<file path="src/rtl/complex_multiplier_seq_pkg.sv">
// Shared widths and FSM state encoding for the sequential complex multiplier.
package complex_multiplier_seq_pkg;

   localparam int N      = 8;
   localparam int PROD_W = 2 * N;
   localparam int RES_W  = 2 * N + 1;

   typedef enum logic [2:0] {
      IDLE = 3'd0,
      P0   = 3'd1,
      P1   = 3'd2,
      P2   = 3'd3,
      P3   = 3'd4,
      OUT  = 3'd5
   } state_t;

   // Sign-extend a full-width product into the accumulator width.
   function automatic logic signed [RES_W-1:0] ext_prod(input logic [PROD_W-1:0] p);
      return RES_W'($signed(p));
   endfunction

endpackage

</file>
<file path="src/rtl/complex_multiplier_seq_signed_mult_nxn.sv">
// Combinational N x N two's-complement multiplier producing an exact 2N-bit product.
module complex_multiplier_seq_signed_mult_nxn
   import complex_multiplier_seq_pkg::*;
(
   input  logic [N-1:0]      a,
   input  logic [N-1:0]      b,
   output logic [PROD_W-1:0] p
);

   // The 2N-bit truncation is exact: the largest magnitude is (-2^(N-1))^2 = 2^(2N-2).
   assign p = PROD_W'($signed(a)) * PROD_W'($signed(b));

endmodule

</file>
<file path="src/rtl/complex_multiplier_seq.sv">
// Four-step signed complex multiplier sharing one N x N multiplier, with
// valid/ready handshakes on operand and result sides.
module complex_multiplier_seq
   import complex_multiplier_seq_pkg::*;
(
   input  logic             clk,
   input  logic             reset_n,
   input  logic             in_valid,
   output logic             in_ready,
   input  logic             conj_b,
   input  logic [N-1:0]     areal,
   input  logic [N-1:0]     aimaginary,
   input  logic [N-1:0]     breal,
   input  logic [N-1:0]     bimaginary,
   output logic             out_valid,
   input  logic             out_ready,
   output logic [RES_W-1:0] resultreal,
   output logic [RES_W-1:0] resultimaginary,
   output logic [2:0]       dbg_state
);

   // Handshake: a transfer happens on a rising edge where valid and ready are
   // both high; out_valid and the results stay stable until out_ready is seen.

   state_t                  state;
   logic [N-1:0]            ar_q, ai_q, br_q, bi_q;
   logic                    conj_q;
   logic signed [RES_W-1:0] re_acc, im_acc;
   logic [N-1:0]            mult_a, mult_b;
   logic [PROD_W-1:0]       prod;
   logic signed [RES_W-1:0] prod_ext;

   assign in_ready  = reset_n && (state == IDLE);
   assign dbg_state = state;
   assign prod_ext  = ext_prod(prod);

   // Operand selection for the shared multiplier, one partial product per step.
   always_comb begin
      mult_a = '0;
      mult_b = '0;
      case (state)
         P0:      begin mult_a = ar_q; mult_b = br_q; end
         P1:      begin mult_a = ai_q; mult_b = bi_q; end
         P2:      begin mult_a = ar_q; mult_b = bi_q; end
         P3:      begin mult_a = ai_q; mult_b = br_q; end
         default: begin mult_a = '0;   mult_b = '0;   end
      endcase
   end

   complex_multiplier_seq_signed_mult_nxn u_mult (
      .a (mult_a),
      .b (mult_b),
      .p (prod)
   );

   always_ff @(posedge clk) begin
      if (!reset_n) begin
         state           <= IDLE;
         out_valid       <= 1'b0;
         resultreal      <= '0;
         resultimaginary <= '0;
         ar_q            <= '0;
         ai_q            <= '0;
         br_q            <= '0;
         bi_q            <= '0;
         conj_q          <= 1'b0;
         re_acc          <= '0;
         im_acc          <= '0;
      end else begin
         case (state)
            IDLE: begin
               if (in_valid) begin
                  ar_q   <= areal;
                  ai_q   <= aimaginary;
                  br_q   <= breal;
                  bi_q   <= bimaginary;
                  conj_q <= conj_b;
                  state  <= P0;
               end
            end
            P0: begin
               re_acc <= prod_ext;
               state  <= P1;
            end
            P1: begin
               // Conjugating B flips the sign of bi, so ai*bi is added instead.
               re_acc <= conj_q ? (re_acc + prod_ext) : (re_acc - prod_ext);
               state  <= P2;
            end
            P2: begin
               im_acc <= conj_q ? -prod_ext : prod_ext;
               state  <= P3;
            end
            P3: begin
               resultreal      <= re_acc;
               resultimaginary <= im_acc + prod_ext;
               out_valid       <= 1'b1;
               state           <= OUT;
            end
            OUT: begin
               if (out_ready) begin
                  out_valid <= 1'b0;
                  state     <= IDLE;
               end
            end
            default: state <= IDLE;
         endcase
      end
   end

endmodule
</file>
<file path="config.mk">
export PLATFORM = sky130hd
export DESIGN_NAME = complex_multiplier_seq
export DESIGN_NICKNAME = d
export VERILOG_FILES = /design/src/rtl/complex_multiplier_seq_pkg.sv /design/src/rtl/complex_multiplier_seq_signed_mult_nxn.sv /design/src/rtl/complex_multiplier_seq.sv
export SDC_FILE = /design/constraint.sdc
export NUM_CORES = 1
export LEC_CHECK = 0
export CAP_MARGIN = 20
export CORE_MARGIN = 5
export CORE_UTILIZATION = 55
export DETAILED_ROUTE_END_ITERATION = 8
export GPL_ROUTABILITY_DRIVEN = 0
export PLACE_DENSITY_LB_ADDON = 0.05
export SLEW_MARGIN = 20
export SYNTH_ARGS = -nofsm -noshare
export SYNTH_HDL_FRONTEND = slang
export SYNTH_HIERARCHICAL = 1
export SYNTH_SLANG_ARGS = --single-unit
</file>
<file path="constraint.sdc">
create_clock -name clk -period 21 [get_ports clk]
set_input_delay 2.1 -clock clk [delete_from_list [all_inputs] [get_ports clk]]
set_output_delay 2.1 -clock clk [all_outputs]
set_load 0.01 [all_outputs]
</file>
# ---- Yosys cells after proc, flatten, opt, wreduce, memory -nomap -nowiden
# Index checks and enable logic that the tools add are counted.
dict set report totals {
  input_bits 37
  regBits 105
  word_cells 44
}
dict set report op_classes {
  n_addsub 4
  n_mux 10
  eq_ne 7
  reduce_logical 11
  multipliers 1
}
# cell n
set op_table {}
lappend op_table {{$add A17 B16 Y17} 2}
lappend op_table {{$mux W17} 2}
lappend op_table {{$pmux W17 S2} 1}
lappend op_table {{$pmux W8 S2} 2}
lappend op_table {{$pmux W3 S6} 1}
lappend op_table {{$neg A16 Y17} 1}
lappend op_table {{$sub A17 B16 Y17} 1}
lappend op_table {{$mul A8 B8 Y16} 1}
lappend op_table {{$reduce_or A2 Y1} 4}
lappend op_table {{$eq A3 B2 Y1 const B} 2}
lappend op_table {{$eq A3 B3 Y1 const B} 2}
lappend op_table {{$mux W3} 2}
lappend op_table {{$reduce_and A2 Y1} 3}
lappend op_table {{$ne A2 B2 Y1 const B} 2}
lappend op_table {{$reduce_bool A2 Y1} 2}
lappend op_table {{$eq A3 B1 Y1 const B} 1}
lappend op_table {{$logic_not A3 Y1} 1}
lappend op_table {{$pmux W1 S2} 1}
lappend op_table {{$logic_and A1 B1 Y1} 1}
lappend op_table {{$mux W1} 1}

# ---- Longest topological paths before layout
dict set report logic_depth {
  depth_word 7
  depth_mapped 34
}

# ---- Modules after synthesis
# The synthesis kept the hierarchy.
# mod area_per_inst_um2 cells_each instances
set modules_own_cells {}
lappend modules_own_cells {complex_multiplier_seq 6168.4 765 1}
lappend modules_own_cells {complex_multiplier_seq_signed_mult_nxn 2511.2 284 1}

# ---- Worst setup path after synthesis
# No wires, ideal clock.
dict set report synth_timing {
  path_type {reg2reg}
  startpoint {reg state[1], in the netlist dbg_state[1]}
  endpoint {reg re_acc[16]}
  path_slack_ps 13563
  path_buffers 1
  setup_ps 131
  arrival_ps 7306
  path_stages_with_launch 32
  required_ps 20869
  cell_sequence {dfxtp_1 -> inv_1 -> nor2_1 -> nor2_1 -> nor2_1 -> a22o_1 -> nand2_1 -> fa_1 -> fa_1 -> inv_1 -> fa_1 -> inv_1 -> fa_1 -> inv_1 -> ha_1 -> a21o_1 -> a21oi_2 -> a21boi_1 -> or4_1 -> nand3_1 -> clkbuf_1 -> nor2_1 -> nand4_1 -> nand2b_1 -> xnor2_1 -> ha_1 -> a21oi_1 -> o21bai_1 -> a21o_1 -> a221oi_1 -> xor2_1 -> o22ai_1}
}
dict set report synth_between {
  elab_chain_cells 7
  word_cells_on_any_way 16
  classes_between {add/sub (2); mul (1); eq/ne (4); mux (4); reduce/logical (5)}
}
# item line
set synth_lines {}
lappend synth_lines {{start, declared} complex_multiplier_seq.sv:25} ;# state_t state;
lappend synth_lines {{start signal, assigned} complex_multiplier_seq.sv:58} ;# state <= IDLE;
lappend synth_lines {{start signal, assigned} complex_multiplier_seq.sv:78} ;# state <= P0;
lappend synth_lines {{start signal, assigned} complex_multiplier_seq.sv:83} ;# state <= P1;
lappend synth_lines {{$eq A3 B3 Y1 (tied with other cells)} complex_multiplier_seq.sv:41} ;# case (state)
lappend synth_lines {{$reduce_or A2 Y1 (no source line)} --}
lappend synth_lines {{$pmux W8 S2 *} complex_multiplier_seq.sv:41}
lappend synth_lines {{net mult_a[1]} complex_multiplier_seq.sv:29} ;# logic [N-1:0] mult_a, mult_b;
lappend synth_lines {{$mul A8 B8 Y16 *} complex_multiplier_seq_signed_mult_nxn.sv:11} ;# assign p = PROD_W'($signed(a)) * PROD_W'($signed(b));
lappend synth_lines {{net prod[11]} complex_multiplier_seq.sv:30} ;# logic [PROD_W-1:0] prod;
lappend synth_lines {{$sub A17 B16 Y17 or $add A17 B16 Y17 (tied branches)} complex_multiplier_seq.sv:87} ;# re_acc <= conj_q ? (re_acc + prod_ext) : (re_acc - prod_ext);
lappend synth_lines {{$mux W17 *} complex_multiplier_seq.sv:87}
lappend synth_lines {{$pmux W17 S2 *} complex_multiplier_seq.sv:70} ;# case (state)
lappend synth_lines {{end signal, assigned} complex_multiplier_seq.sv:82} ;# re_acc <= prod_ext;
lappend synth_lines {{end signal, assigned} complex_multiplier_seq.sv:87}
lappend synth_lines {{end, declared} complex_multiplier_seq.sv:28} ;# logic signed [RES_W-1:0] re_acc, im_acc;
# The timed path passes the listed nets; every way through them passes the cells marked *.
# A chain may end at the register's enable or synchronous reset.

# ---- Worst setup path after layout
# Ends and elaborated chain as after synthesis.

==> flow_summary_export.csv <==
group,metric,value,unit
sta,worstMarginPinSlew,908,ps
clocking,cts.clk_slew.worst_paths,70,ps
cells_and_area,n_antenna_cell,0,
worst_setup_path,cpPeakStageDelay,650,ps
placement,io_buffers,75,
cells_and_area,nNetsFinal,1249,
routing,vias,7205,
synth,yosys_register_bits,105,
pwr,p_comb_share,28.4,%
worst_setup_path,slowest_stage,"dfxtp_1",
cells_and_area,layout.cells.non_filler,1313,
synth,yosys-top-cells-count,"nand2_1, dfxtp_1, a21oi_1, inv_1, nor2_1",
sta,setup_viol_count_final,0,
clocking,cts_inserted_buffers,9,
grt,grt_pass1_wl,34.0,mm
grt,antenna_found_initial,0,
run_status,outcome,"completed",
worst_setup_path,startpoint_type,"flop",
placement,dpl.hpwl,15.4,mm
clocking,cts.repair.resized,0,
clocking,cts_max_path_buffers,2,
cells_and_area,multiInputGateArea,6020,µm²
pwr,intPower,0.000383,W
sta,drv_slew,0,
routing,dr.pass1.iters,4,
pwr,power_frac_clock,33.0,%
grt,grt_use_total,22.9,%
pwr,p_sw_share,33.4,%
clocking,hold_buffers,0,
cells_and_area,ff_latch_area,2100,µm²
sta,setup_tns,0,ps
clocking,cts_tree,"built",
synth,synthFlopType,"dfxtp_1",
worst_setup_path,path_max_fanout,16,
die,core_area,15700,µm²
sta,post-route-period-util,41.3,%
cells_and_area,syn2layout_area_growth,13.6,%
routing,ant_nets,0,
routing,vias_per_cell,5.49,
clocking,cts-htree-levels,3,
synth,synth_area,8680,µm²
synth,avgSynthCellArea,8.27,µm²
sta,skew,14.7,ps
pwr,switching_power,0.000192,W
synth,netlist_top_cells_area,"dfxtp_1, fa_1, ha_1",
pwr,cellLeakagePower,4.23,nW
synth,synth_top_area_share,24.2,%
worst_setup_path,end_kind,"flop",
clocking,root_buffer,"clkbuf_16",
synth,yosysTopAreaCell,"dfxtp_1",
routing,routedWlPerCell,15.6,µm
synth,ys_types,73,
synth,syn_inst,1049,
routing,post-route-drc-count,0,
run,drv_cap,0,
worst_setup_path,path_class,"reg2reg",
pwr,powerDensity,58.3,nW/µm²
clocking,clock_sinks,105,
sta,period_minus_slack,8670,ps
grt,grt_pass1_vias,6635,
die,die_x,136,µm
cells_and_area,fillCellCount,1445,
synth,yosysSeqAreaShare,24.2,%
grt,overflow,0,
synth,async_flop_share,0,%
sta,max_slew_margin,39.1,%
die,die_h,136,µm
sta,fmax,115,MHz
cells_and_area,drive_gt1_share,5.01,%
die,initial_core_util,55.4,%
synth,ys_warn_count,6,
synth,synth-edff-count,0,
grt,grt_max_degree,83,
routing,wl,20.5,mm
hold_path,min-delay-path-class,"reg2reg",
sta,rsz0062_at_grt,"false",
sta,final_hold_viol_count,0,
synth,yosysMostFrequentCell,"nand2_1",
pwr,peakVddDrop,0.0000414,V
die,ioPinCount,76,
clocking,post_cts_buffers,0,
routing,drtIter0Drc,443,
die,row_count,46,
worst_setup_path,cp.required,21210,ps
die,die-area,18400,µm²
clocking,clk_latency,370,ps
placement,dp.cells,1297,
pwr,p_seq_share,38.6,%
worst_setup_path,critPathArrivalTime,8880,ps
synth,synth_fp_nets,1206,
==> power by group through the flow <==
stage / clock (W) / sequential (W) / combinational (W)
final: 0.000190 / 0.000222 / 0.000163
after global routing: 0.000203 / 0.000223 / 0.000182
after CTS: 0.000194 / 0.000222 / 0.000163
after detailed placement: 0 / 0.000226 / 0.000161
after global placement: 0 / 0.000226 / 0.000159
after floorplan: 0 / 0.000221 / 0.000126
==> final cells by class <==
type / instances / share of cell area, %
Clock buffer: 9 / 2.28
Inverter: 93 / 3.54
Timing Repair Buffer: 81 / 8.07
Multi-Input combinational cell: 802 / 61.0
Sequential cell: 105 / 21.3
Clock inverter: 7 / 1.05
Tap cell: 216 / 2.74
==> per-layer routing <==
layer,part of all wire (%),GRT usage (%),vias to the layer above
li1,-,-,3664
met1,52,35.6,3363
met2,42,32.9,161
met3,4.8,3.34,17
met4,1.2,6.27,0
met5,0,0,-
==> layout by cell type (no fill, tap or decap), types with 24 or more instances in the layout <==
| cell type | n |
|---|---|
| a211oi_1 | 24 |
| a21oi_1 | 100 |
| and2_1 | 45 |
| clkdlybuf4s50_1 | 75 |
| dfxtp_1 | 105 |
| fa_1 | 57 |
| ha_1 | 63 |
| inv_1 | 92 |
| nand2_1 | 147 |
| nor2_1 | 68 |
| o21ai_0 | 27 |
| xnor2_1 | 29 |
| xor2_1 | 32 |
==> per-stage QoR <==
step	util, %	worst slack (ps)	total power, W	hold WS, ps	cell area, µm²
4_1_cts	63.0	12430	0.000578	453	9860
3_3_place_gp	60.9	12700	0.000386	438	9530
5_1_grt	63.0	11750	0.000608	470	9860
3_5_place_dp	60.9	12520	0.000387	443	9530
6_report	63.0	12330	0.000575	450	9860
2_1_floorplan	-	13560	0.000347	436	8680
==> critical path: cells and delay by family, from the launching register on <==
kind,cells,cell delay [ps]
AO/OA/AOI/OAI,9,1850
XOR/XNOR,2,300
adder cells (fa/ha/maj),6,2770
buffers and inverters,4,370
flip-flops,1,650
AND/OR/NAND/NOR,9,2540
==> logic make-up after synthesis <==
family | Yosys count | share of synthesized area (%)
and+or+nand+nor | 348 | 19.3
adders and majority gates | 120 | 22.2
buffers and inverters | 142 | 6.54
xor gates and xnor gates | 61 | 6.16
DFF | 105 | 24.2
AOI/OAI and AO/OA | 259 | 19.9
muxes | 14 | 1.67
==> sequential cells by signal, indices dropped and copies added (netlist names) <==
name	cells
ai_q	8
resultimaginary	17
conj_q	1
resultreal	17
dbg_state	3
out_valid	1
ar_q	8
br_q	8
bi_q	8
re_acc	17
im_acc	17
==> path summary, 6_finish.rpt <==
check,from,to,slack (ps),cells past startpoint
max,dbg_state[1]$_SDFFE_PN0P_,re_acc[16]$_SDFFE_PN0N_,12330,30
min,resultimaginary[6]$_SDFFE_PN0P_,resultimaginary[6]$_SDFFE_PN0P_,450,2
max reg2reg,dbg_state[1]$_SDFFE_PN0P_,re_acc[16]$_SDFFE_PN0N_,12330,30
min reg2reg,resultimaginary[6]$_SDFFE_PN0P_,resultimaginary[6]$_SDFFE_PN0P_,450,2
No activity file was read; power rests on OpenSTA's default activity.
